File: config.mk
export PLATFORM = sky130hd
export DESIGN_NAME = shift_unit_arbiter_flat
export DESIGN_NICKNAME = d
export VERILOG_FILES = /design/src/rtl/shift_unit_arbiter_if.sv /design/src/rtl/shift_unit_arbiter.sv /design/src/flat_wrapper.sv
export SDC_FILE = /design/constraint.sdc
export NUM_CORES = 1
export LEC_CHECK = 0
export ABC_AREA = 1
export CORE_ASPECT_RATIO = 1.1
export CORE_MARGIN = 1
export CORE_UTILIZATION = 35
export DETAILED_ROUTE_END_ITERATION = 8
export HOLD_SLACK_MARGIN = 0.1
export PLACE_DENSITY_LB_ADDON = 0.2
export REMOVE_ABC_BUFFERS = 1
export SLEW_MARGIN = 20
export SYNTH_ARGS = -nofsm -noshare
export SYNTH_HDL_FRONTEND = slang
export SYNTH_SLANG_ARGS = --single-unit
File: constraint.sdc
create_clock -name clk -period 8.89 [get_ports clk]
set_input_delay 0.889 -clock clk [delete_from_list [all_inputs] [get_ports clk]]
set_output_delay 0.889 -clock clk [all_outputs]
set_load 0.02 [all_outputs]
File: src/rtl/shift_unit_arbiter_if.sv
// Handshake bundle between N_REQ shift requesters and the shared shift unit.
//   req_valid/req_data/req_shift : flat per-requester request fields
//                                  (slice i = requester i)
//   req_ready                    : one-hot (or zero) accept, driven by arbiter
//   res_valid/res_data/res_id    : registered result and winning requester
//   res_ready                    : consumer accepts the result
// slave modport = arbiter side, master modport = requester/consumer side.
interface shift_unit_arbiter_if #(
  parameter int N_REQ = 4,
  parameter int ID_W  = 2
);
  logic [N_REQ-1:0]      req_valid;
  logic [32*N_REQ-1:0]   req_data;
  logic [5*N_REQ-1:0]    req_shift;
  logic [N_REQ-1:0]      req_ready;
  logic                  res_valid;
  logic [31:0]           res_data;
  logic [ID_W-1:0]       res_id;
  logic                  res_ready;

  modport slave (
    input  req_valid, req_data, req_shift, res_ready,
    output req_ready, res_valid, res_data, res_id
  );

  modport master (
    output req_valid, req_data, req_shift, res_ready,
    input  req_ready, res_valid, res_data, res_id
  );
endinterface

File: src/rtl/shift_unit_arbiter.sv
// Shared 32-bit logical-right barrel shifter with round-robin arbitration.
// Ports:
//   clk    : clock, rising edge
//   rst_n  : asynchronous active-low reset
//   bus    : shift_unit_arbiter_if.slave (request/result handshakes)
// One result register, loaded whenever it is empty or being consumed, so
// back-to-back grants give one result per cycle. The round-robin pointer
// moves only on a grant, to one past the winner.

// Combinational logical right shift, zeros fill from the MSB.
module barrel_shift_right_logical (
  input  logic [31:0] i_op,
  input  logic [4:0]  i_shamt,
  output logic [31:0] o_res
);
  logic [5:0][31:0] w_stage;

  assign w_stage[0] = i_op;
  for (genvar g = 0; g < 5; g++) begin : g_stage
    assign w_stage[g+1] = i_shamt[g] ?
      {{(2**g){1'b0}}, w_stage[g][31:2**g]} : w_stage[g];
  end
  assign o_res = w_stage[5];
endmodule

// Per-requester operand gate: passes the operand only when granted, so the
// lanes can be OR-combined into the shifter input.
module shift_arb_lane (
  input  logic        i_gnt,
  input  logic [31:0] i_data,
  input  logic [4:0]  i_shift,
  output logic [31:0] o_data,
  output logic [4:0]  o_shift
);
  assign o_data  = i_data  & {32{i_gnt}};
  assign o_shift = i_shift & {5{i_gnt}};
endmodule

module shift_unit_arbiter #(
  parameter int N_REQ = 4,
  parameter int ID_W  = 2
) (
  input  logic                 clk,
  input  logic                 rst_n,
  shift_unit_arbiter_if.slave  bus
);
  localparam logic [ID_W:0] NREQ_W = (ID_W+1)'(N_REQ);

  logic [ID_W-1:0]             r_rr_ptr;
  logic                        r_res_valid;
  logic [31:0]                 r_res_data;
  logic [ID_W-1:0]             r_res_id;

  logic                        w_accept;
  logic                        w_any;
  logic [2*N_REQ-1:0]          w_dbl;
  logic [ID_W-1:0]             w_first;
  logic [ID_W:0]               w_sum;
  logic [ID_W-1:0]             w_win;
  logic [ID_W:0]               w_inc;
  logic [ID_W-1:0]             w_ptr_nxt;
  logic [N_REQ-1:0]            w_grant;
  logic [N_REQ-1:0]            w_req_ready;
  logic                        w_xfer;
  logic [N_REQ-1:0][31:0]      w_lane_data;
  logic [N_REQ-1:0][4:0]       w_lane_shift;
  logic [31:0]                 w_op;
  logic [4:0]                  w_shamt;
  logic [31:0]                 w_shifted;

  // rst_n gates accept so req_ready is 0 throughout reset, even though the
  // empty result register would otherwise allow a grant.
  assign w_accept = rst_n & (~r_res_valid | bus.res_ready);
  assign w_any    = |bus.req_valid;

  // Rotate the valid vector so bit 0 is the requester at rr_ptr; the first
  // set bit of the rotated vector is the scan distance to the winner.
  assign w_dbl = {bus.req_valid, bus.req_valid} >> r_rr_ptr;

  always_comb begin
    w_first = '0;
    for (int k = N_REQ-1; k >= 0; k--)
      if (w_dbl[k]) w_first = ID_W'(k);
  end

  assign w_sum     = {1'b0, r_rr_ptr} + {1'b0, w_first};
  assign w_win     = (w_sum >= NREQ_W) ? ID_W'(w_sum - NREQ_W) : ID_W'(w_sum);
  assign w_inc     = {1'b0, w_win} + (ID_W+1)'(1);
  assign w_ptr_nxt = (w_inc == NREQ_W) ? '0 : ID_W'(w_inc);

  assign w_grant     = w_any ? (N_REQ'(1) << w_win) : '0;
  assign w_req_ready = w_accept ? w_grant : '0;
  assign w_xfer      = |w_req_ready;

  for (genvar g = 0; g < N_REQ; g++) begin : g_lane
    shift_arb_lane u_lane (
      .i_gnt   (w_grant[g]),
      .i_data  (bus.req_data[32*g +: 32]),
      .i_shift (bus.req_shift[5*g +: 5]),
      .o_data  (w_lane_data[g]),
      .o_shift (w_lane_shift[g])
    );
  end

  // Grant is one-hot, so OR of gated lanes is the winner's operand.
  always_comb begin
    w_op    = '0;
    w_shamt = '0;
    for (int i = 0; i < N_REQ; i++) begin
      w_op    = w_op    | w_lane_data[i];
      w_shamt = w_shamt | w_lane_shift[i];
    end
  end

  barrel_shift_right_logical u_shift (
    .i_op    (w_op),
    .i_shamt (w_shamt),
    .o_res   (w_shifted)
  );

  always_ff @(posedge clk or negedge rst_n) begin
    if (!rst_n) begin
      r_res_valid <= 1'b0;
      r_res_data  <= '0;
      r_res_id    <= '0;
      r_rr_ptr    <= '0;
    end else if (w_xfer) begin
      r_res_valid <= 1'b1;
      r_res_data  <= w_shifted;
      r_res_id    <= w_win;
      r_rr_ptr    <= w_ptr_nxt;
    end else if (bus.res_ready) begin
      // consumed with nothing new: data/id keep their last values
      r_res_valid <= 1'b0;
    end
  end

  assign bus.req_ready = w_req_ready;
  assign bus.res_valid = r_res_valid;
  assign bus.res_data  = r_res_data;
  assign bus.res_id    = r_res_id;
endmodule

File: src/flat_wrapper.sv
// flat-port wrapper written by rule: the top's interface ports become plain ports
module shift_unit_arbiter_flat 
#(
  parameter int N_REQ = 4,
  parameter int ID_W  = 2
)
  (clk, rst_n, bus_req_valid, bus_req_data, bus_req_shift, bus_res_ready, bus_req_ready, bus_res_valid, bus_res_data, bus_res_id);
  shift_unit_arbiter_if #(.N_REQ(N_REQ), .ID_W(ID_W)) bus_i ();
  input  logic clk;
  input  logic rst_n;
  input wire logic [$bits(bus_i.req_valid)-1:0] bus_req_valid;
  input wire logic [$bits(bus_i.req_data)-1:0] bus_req_data;
  input wire logic [$bits(bus_i.req_shift)-1:0] bus_req_shift;
  input wire logic [$bits(bus_i.res_ready)-1:0] bus_res_ready;
  output wire logic [$bits(bus_i.req_ready)-1:0] bus_req_ready;
  output wire logic [$bits(bus_i.res_valid)-1:0] bus_res_valid;
  output wire logic [$bits(bus_i.res_data)-1:0] bus_res_data;
  output wire logic [$bits(bus_i.res_id)-1:0] bus_res_id;
  assign bus_i.req_valid = bus_req_valid;
  assign bus_i.req_data = bus_req_data;
  assign bus_i.req_shift = bus_req_shift;
  assign bus_i.res_ready = bus_res_ready;
  assign bus_req_ready = bus_i.req_ready;
  assign bus_res_valid = bus_i.res_valid;
  assign bus_res_data = bus_i.res_data;
  assign bus_res_id = bus_i.res_id;
  shift_unit_arbiter #(.N_REQ(N_REQ), .ID_W(ID_W)) u_core (.clk(clk), .rst_n(rst_n), .bus(bus_i));
endmodule
==> qor.txt, run 1 <==
Status = finished clean
Sequential fraction of the synthesis area = 21.0%
Starting density of the core = 36.3%
Tcrit/Tclk final = 55.8%
Post-DP HPWL = 11900 um
Fmax = 201 MHz
Nets@finish = 1074
Port buffer count = 193
Mux contribution to synthesized area = 0%
Vias = 5782
Die height = 120 um
CTS max path bufs = 2
Post-CTS sizing = 0
Die width = 109 um
Ys Warns = 0
Clock-pin slew on the worst setup and hold paths = 0.05 ns
Max Slew Vio Count = 0
Synth Instances = 762
Synthesized flop and latch total = 37
CTS Buf Count = 5
XOR/XNOR Fraction of Synth Area = 0.398%
Met2 wire len = 7630 um
Vias in the first global route = 5504
First-pass GRT wire length = 26300 um
Routed Wire Length = 16000 um
Root buf cell = clkbuf_16
Final Hold Violating Endpoints = 0
Netlist Area Pre-Place = 4400 um2
Post-synthesis compound-gate area fraction = 5.48%
Slew @ Worst Pin = 0.907 ns
Area delta synth->final = 45.0%
Fraction of registers with async set/reset = 100%
Share of cells above drive strength 1 = 4.59%
Clk_skew = 0.00485 ns
TritonCTS clock tree = built
CP startpoint kind = input pin
CP Max Fanout = 36
# rows = 42
Post-Syn Area per Cell = 5.78 um2
DRC violations left = 0
Die area = 13000 um2
WL met3 = 1250 um
Setup TNS Final = 0 ns
Top FF cell, synth = dfrtp_1
DRT met1 WL = 6620 um
Sink Count = 37
GP Congestion = 0.900
Largest family of logic cells by synthesized area = simple AND/OR/NAND/NOR gates
Io pins = 194
Min Tclk post-route = 4.96 ns
Crit end category = output pin
Worst hold path type = reg2reg
Setup violators final = 0
Routed Antenna Nets = 0
Gr usage total = 25.1%
RSZ-0062 raised after global routing = no
Simple-gate area share of the yosys netlist = 60.5%
Postcts setup bufs = 0
Initial antenna violation count = 0
DRT iter0 DRCs = 548
Worst EP arrival = 4.07 ns
Via density = 5.41
Max Used Layer = met4
Largest net degree at the start of global routing = 101
Fillers = 1244
CP Data Required Time = 8.00 ns
Synth cell types = 29
Routed wire per std cell = 14.9 um
Most common cell after layout, fill and taps aside = nand3_1
Ant. Diodes = 0
Adder-cell share of the synthesized area = 1.42%
Most frequent cells in the layout = nand3_1 (291), nand2_1 (217), clkdlybuf4s50_1 (193), dfrtp_1 (37), nor2_1 (32)
Slew headroom = 39.5%
GRT Residual Overflow = 0
Post-synth EDFFs = 0
DR pass1 iterations = 7
Htree depth = 2
Max-cap violations = 0
CTS Hold Bufs = 0
Critical path class = in2out
Core area = 12100 um2
Clk_lat worst skew = 0.28 ns
sequential cells by signal, indices dropped and copies added (netlist names):
register / flops
u_core.bus.res_data: 32
u_core.bus.res_id: 2
u_core.r_rr_ptr: 2
u_core.bus.res_valid: 1
through the flow:
step                setup slack (ns)  hold WS (ns)  cell area, um2  std cells  utilization, %
floorplan                       4.31         0.591            4060        706               -
global placement                3.86         0.465            6240       1061            51.4
detailed placement              3.71         0.470            6240       1061            51.4
CTS                             3.86         0.485            6380       1069            52.6
global route                    3.44         0.503            6380       1069            52.6
finish                          3.93         0.480            6380       1069            52.6
layer usage:
layer / vias up / global-route usage, %
met5: - / 0
met3: 38 / 4.18
met4: 0 / 8.36
met1: 2597 / 30.6
li1: 2899 / -
met2: 248 / 43.9
path summary, 6_finish.rpt:
check                                                         start  slack [ns]                             endpoint  cells past startpoint
worst min-delay path            u_core.bus.res_data[16]$_DFFE_PN0P_        0.48  u_core.bus.res_data[16]$_DFFE_PN0P_                      2
max in group asynchronous                                     rst_n        7.52   u_core.bus.res_data[5]$_DFFE_PN0P_                      2
min in group asynchronous                                     rst_n        1.04  u_core.bus.res_data[18]$_DFFE_PN0P_                      2
worst max-delay path                               bus_req_valid[0]        3.93                     bus_req_ready[0]                     16
worst max register to register       u_core.r_rr_ptr[0]$_DFFE_PN0P_        4.54  u_core.bus.res_data[15]$_DFFE_PN0P_                     23
worst min register to register  u_core.bus.res_data[16]$_DFFE_PN0P_        0.48  u_core.bus.res_data[16]$_DFFE_PN0P_                      2
critical path, cell delays in order:
cell	delay, ns
clkdlybuf4s50_1	0.49
inv_1	0.06
nand2_1	0.05
o21ai_0	0.10
nand2_1	0.07
o21ai_0	0.10
inv_1	0.07
nand2_1	0.04
a21boi_0	0.17
ha_1	0.18
xor2_1	0.30
ha_1	0.21
buf_4	0.35
nand2_1	0.20
nor2_1	0.16
clkdlybuf4s50_1	0.62
synthesized netlist by cell type (6+ instances only):
master | count | area (um2)
nand3_1 | 291 | 1460
nand2_1 | 217 | 815
dfrtp_1 | 37 | 926
nor2_1 | 32 | 120
inv_1 | 29 | 109
buf_2 | 28 | 140
nand4_1 | 24 | 150
o21ai_0 | 20 | 100
inv_2 | 11 | 41.3
buf_6 | 10 | 113
a21oi_1 | 7 | 35.0
o21ai_1 | 7 | 35.0
buf_1 | 6 | 22.5
buf_4 | 6 | 45.0
clkbuf_1 | 6 | 22.5
cells by family after synthesis:
kind of cell             after synthesis
AO/OA/AOI/OAI                         43
XOR/XNOR                               2
adder cells (fa/ha/maj)                5
buffers and inverters                 96
flip-flops                            37
AND/OR/NAND/NOR                      579
area by class of cell:
class                           count  area [um2]  share of cell area, %
Timing Repair Buffer              201        1990                   31.2
Sequential cell                    37         926                   14.5
Tap cell                          154         193                   3.02
Multi-Input combinational cell    629        2980                   46.7
Inverter                           40         150                   2.35
Clock inverter                      2        10.0                  0.157
Clock buffer                        6         129                   2.02
Power of run 1 is left out: the tool's default activity adds up to more than one toggle a clock period on the data nets, which glitch-free logic cannot reach.
==> run 2, diff against run 1 <==
clock period = 4.05 ns   (was 8.89 ns; I/O delays follow)
==> run 2 against run 1 <==
Against the previous run: hold slack worse by 0.0021 ns; core utilization up 2.2 points; sequential cell count unchanged; register-to-register slack worse by 4.1 ns; count of clock-buffer cells in the layout up 1; cell count up 2.3%; setup slack worse by 3.6 ns; highest routed layer unchanged; clock skew down 0.0012 ns; global-route usage up 0.96 points.
==> qor.txt, run 2 (same netlist as run 1, synthesis figures left out) <==
CTS max path bufs = 2
Cell mode on critical path = nand2_1
CP max stage cell = clkdlybuf4s50_1
Die width = 109 um
CTS Hold Bufs = 0
Clock-pin slew on the worst setup and hold paths = 0.05 ns
Post-CTS sizing = 0
Ant. Diodes = 0
FF/Latch Area = 926 um2
DP Area = 6480 um2
Dpl ws = 0.143 ns
Vias = 5854
Slew headroom = 68.5%
Initial antenna violation count = 0
Crit end category = output pin
Final worst slack = 0.322 ns
Worst hold path startpoint = u_core.bus.res_data[22]$_DFFE_PN0P_
Final Hold Violating Endpoints = 0
CTS Buf Count = 5
Postcts setup bufs = 0
Vias in the first global route = 5570
Hold Path End = u_core.bus.res_data[22]$_DFFE_PN0P_
Post-DP HPWL = 13100 um
Max Slew Vio Count = 0
Setup TNS Final = 0 ns
Largest net degree at the start of global routing = 51
Worst hold path depth = 2
CP Data Required Time = 3.64 ns
Routed wire per std cell = 15.4 um
GP Congestion = 0.958
Worst R2R Start = u_core.r_rr_ptr[0]$_DFFE_PN0P_
DRC violations left = 0
Max-cap violations = 0
Core area = 12100 um2
Routed Antenna Nets = 0
Flop2flop setup slack = 0.48 ns
Multi-input gate area = 2980 um2
Nets@finish = 1099
Worst EP arrival = 3.32 ns
Worst hold path type = reg2reg
Die area = 13000 um2
Via density = 5.35
Port buffer count = 193
Tcrit/Tclk final = 92.1%
Gr usage total = 26.1%
Slew @ Worst Pin = 0.472 ns
Starting density of the core = 36.3%
Critical path class = in2out
Min Tclk post-route = 3.73 ns
Htree depth = 2
CP startpoint kind = input pin
Final Cell Area = 6660 um2
Reg2reg path depth = 21
DR pass1 iterations = 5
Io pins = 194
First-pass GRT wire length = 27000 um
Fmax = 268 MHz
Sink Count = 37
Most frequent cells in the layout = nand3_1 (291), nand2_1 (217), clkdlybuf4s50_1 (193), dfrtp_1 (37), nor2_1 (32)
Final hold slack = 0.478 ns
Max reg flops = 32
Root buf cell = clkbuf_16
Status = finished clean
CP max stage delay = 0.62 ns
Clk_lat worst skew = 0.28 ns
Clk_skew = 0.00366 ns
Critical Path Start = bus_req_valid[0]
CP Max Fanout = 4
Area delta synth->final = 51.2%
Setup violators final = 0
GRT Residual Overflow = 0
TritonCTS clock tree = built
Fillers = 1246
Worst r2r dst = u_core.bus.res_data[2]$_DFFE_PN0P_
DRT iter0 DRCs = 556
Share of cells above drive strength 1 = 7.13%
RSZ-0062 raised after global routing = no
# rows = 42
Cell Chain, Critical Path = clkdlybuf4s50_1, inv_1, nand2_1, o21ai_0, nand2_1, o21ai_0, inv_1, nand2_1, a21boi_0, ha_1, xor2_1, ha_1, nand2_1, nor2_1, clkdlybuf4s50_1
Routed Wire Length = 16800 um
Die height = 120 um
Most common cell after layout, fill and taps aside = nand3_1
## run 2: cell types whose count changed in the layout (fill, tap and decap cells not counted)
cell	delta
buf_4	+21
bufinv_16	+1
clkbuf_8	+1
clkinv_2	-2
buf_12	+4
## run 2: worst max-delay path: cells and delay by family
family | cells | cell delay [ns]
xor+xnor | 1 | 0.29
buf+inv | 4 | 1.24
simple gates | 5 | 0.47
fa+ha+maj | 2 | 0.56
compound gates | 3 | 0.36
## run 2: worst max-delay path by stage
stage / endpoint
2_1_floorplan: u_core.bus.res_data[15]$_DFFE_PN0P_
3_3_place_gp: u_core.bus.res_data[2]$_DFFE_PN0P_
3_5_place_dp: u_core.bus.res_data[2]$_DFFE_PN0P_
4_1_cts: bus_req_ready[0]
5_1_grt: u_core.bus.res_data[8]$_DFFE_PN0P_
6_report: bus_req_ready[0]
## run 2: final cells by class
type	instances	area share (%)
multi-input cells	629	44.8
inverters	40	2.26
clock inverters	1	0.451
well taps	154	2.90
clock buffers	7	2.14
flip-flops and latches	37	13.9
repair buffers	226	33.5
## run 2: per-layer routing
metal / global-route usage (%) / part of all wire (%)
met1: 34.0 / 43
met2: 44.0 / 47
met3: 3.97 / 7.5
met4: 7.09 / 2.4
met5: 0 / 0
## run 2: per-stage QoR
stage                     utilization (%)  std cells
after floorplan                         -        706
after global routing                 54.8       1094
after global placement               53.4       1086
after detailed placement             53.4       1086
after CTS                            54.8       1094
final                                54.8       1094
Power of run 2 is left out for the same reason.
==> run 3, diff against run 2 <==
--- a/config.mk
+++ b/config.mk
@@ -15,2 +15,3 @@
 export REMOVE_ABC_BUFFERS = 1
+export SKIP_CTS_REPAIR_TIMING = 1
 export SLEW_MARGIN = 20
--- a/constraint.sdc
+++ b/constraint.sdc
@@ -3,2 +3,2 @@
 set_output_delay 0.405 -clock clk [all_outputs]
-set_load 0.02 [all_outputs]
+set_load 0.05 [all_outputs]
==> run 3 against run 2 <==
Against the previous run: routed wire length decreased by 0.15%; critical path depth increased by 10; sequential share of layout area decreased by 0.11 points; count of clock-buffer cells in the layout decreased by 1; sequential cell count unchanged; register-to-register slack improved by 0.07 ns; via count increased by 1.5%; maximum frequency increased by 3.4%; critical endpoint is now u_core.bus.res_data[15]$_DFFE_PN0P_; highest routed layer unchanged.
==> qor.txt, run 3 (same netlist as run 1, synthesis figures left out) <==
Dpl ws = 0.176 ns
CP Data Required Time = 4.25 ns
Via density = 5.43
Htree depth = 2
Most frequent cells in the layout = nand3_1 (291), nand2_1 (217), clkdlybuf4s50_1 (189), dfrtp_1 (37), nor2_1 (32)
Final Hold Violating Endpoints = 0
Worst hold path depth = 2
Status = finished clean
Most common cell after layout, fill and taps aside = nand3_1
First-pass GRT wire length = 26900 um
Area delta synth->final = 52.3%
Tcrit/Tclk final = 89.0%
Final Cell Area = 6710 um2
DR pass1 iterations = 5
Final worst slack = 0.446 ns
Clk_lat worst skew = 0.28 ns
Vias = 5940
Max reg flops = 32
Post-Place Cells = 1085
Max Slew Vio Count = 0
Initial antenna violation count = 1
Core area = 12100 um2
Io pins = 194
TritonCTS clock tree = built
CTS Buf Count = 5
Max-cap violations = 0
Min Tclk post-route = 3.60 ns
Non-Filler Instances = 1094
Routed Wire Length = 16800 um
Setup violators final = 0
Post-DP HPWL = 13100 um
Die height = 120 um
# rows = 42
Die width = 109 um
Largest net degree at the start of global routing = 51
GRT Residual Overflow = 0
Nets@finish = 1098
DRT iter0 DRCs = 578
Sink Count = 37
Root buf cell = clkbuf_16
Critical path class = in2reg
Die area = 13000 um2
RSZ-0062 raised after global routing = no
Slew headroom = 64.4%
Vias in the first global route = 5545
Fillers = 1235
Worst EP arrival = 3.80 ns
Gr usage total = 25.9%
DRC violations left = 0
Port buffer count = 193
Share of cells above drive strength 1 = 7.56%
CTS max path bufs = 2
DP Area = 6530 um2
CP startpoint kind = input pin
Fmax = 277 MHz
Reg2reg path depth = 23
Clk_skew = 0.00331 ns
Slew @ Worst Pin = 0.533 ns
Clock-pin slew on the worst setup and hold paths = 0.06 ns
Crit end category = flip-flop
GP Congestion = 0.956
Worst hold path type = reg2reg
Routed wire per std cell = 15.4 um
CP Max Fanout = 33
Starting density of the core = 36.3%
Routed Antenna Nets = 0
## run 3: changes by cell type in the layout (fill, tap and decap cells not counted), sizes merged
cell	before	now
buf	33	36
clkinvlp	0	1
clkdlybuf4s50	193	189
clkbuf	7	6
diode	0	1
## run 3: final cells by class
| cell class | instances | area, um2 | share of cell area, % |
|---|---|---|---|
| Antenna cell | 1 | 2.50 | 0.0373 |
| Clock buffer | 6 | 139 | 2.07 |
| Clock inverter | 2 | 37.5 | 0.560 |
| Inverter | 40 | 150 | 2.24 |
| Multi-Input combinational cell | 629 | 2980 | 44.5 |
| Sequential cell | 37 | 926 | 13.8 |
| Tap cell | 154 | 193 | 2.87 |
| Timing Repair Buffer | 225 | 2270 | 33.9 |
## run 3: worst max-delay path, cell delays in order
cell and delay [ns]:
clkdlybuf4s50_1 0.49, inv_1 0.06, nand2_1 0.05, o21ai_0 0.10, nand2_1 0.07, o21ai_0 0.10, inv_1 0.07, nand2_1 0.04
a21boi_0 0.16, ha_1 0.18, xor2_1 0.28, inv_1 0.11, ha_1 0.25, nand2_1 0.12, inv_2 0.14, nand2_1 0.09
nand4_1 0.19, inv_2 0.12, buf_12 0.19, nand2_1 0.09, nor2_1 0.09, inv_1 0.06, o21ai_1 0.13, inv_1 0.05
a21oi_1 0.15
## run 3: per-stage QoR
stage	hold WS (ns)	utilization (%)	TNS, ns
2_1_floorplan	0.109	-	-5.82
3_3_place_gp	0.465	53.8	0
3_5_place_dp	0.466	53.8	0
4_1_cts	0.482	55.2	0
5_1_grt	0.515	55.2	0
6_report	0.479	55.2	0
## run 3: final timing paths
kind                                                            end                                start  slack (ns)
min in group asynchronous          u_core.bus.res_id[0]$_DFFE_PN0P_                                rst_n        0.62
max in group asynchronous       u_core.bus.res_data[27]$_DFFE_PN0P_                                rst_n        3.09
worst max-delay path            u_core.bus.res_data[15]$_DFFE_PN0P_                     bus_req_valid[0]        0.45
worst max register to register  u_core.bus.res_data[15]$_DFFE_PN0P_       u_core.r_rr_ptr[0]$_DFFE_PN0P_        0.55
worst min-delay path            u_core.bus.res_data[20]$_DFFE_PN0P_  u_core.bus.res_data[20]$_DFFE_PN0P_        0.48
worst min register to register  u_core.bus.res_data[20]$_DFFE_PN0P_  u_core.bus.res_data[20]$_DFFE_PN0P_        0.48
## run 3: metal layers
metal  wire [um]  vias up  global-route usage [%]
met5           0        -                       0
met4         461        0                    7.26
met3        1310       32                    4.29
met2        7940      249                    44.6
met1        7100     2709                    32.8
li1            -     2950                       -
Power of run 3 is left out for the same reason.
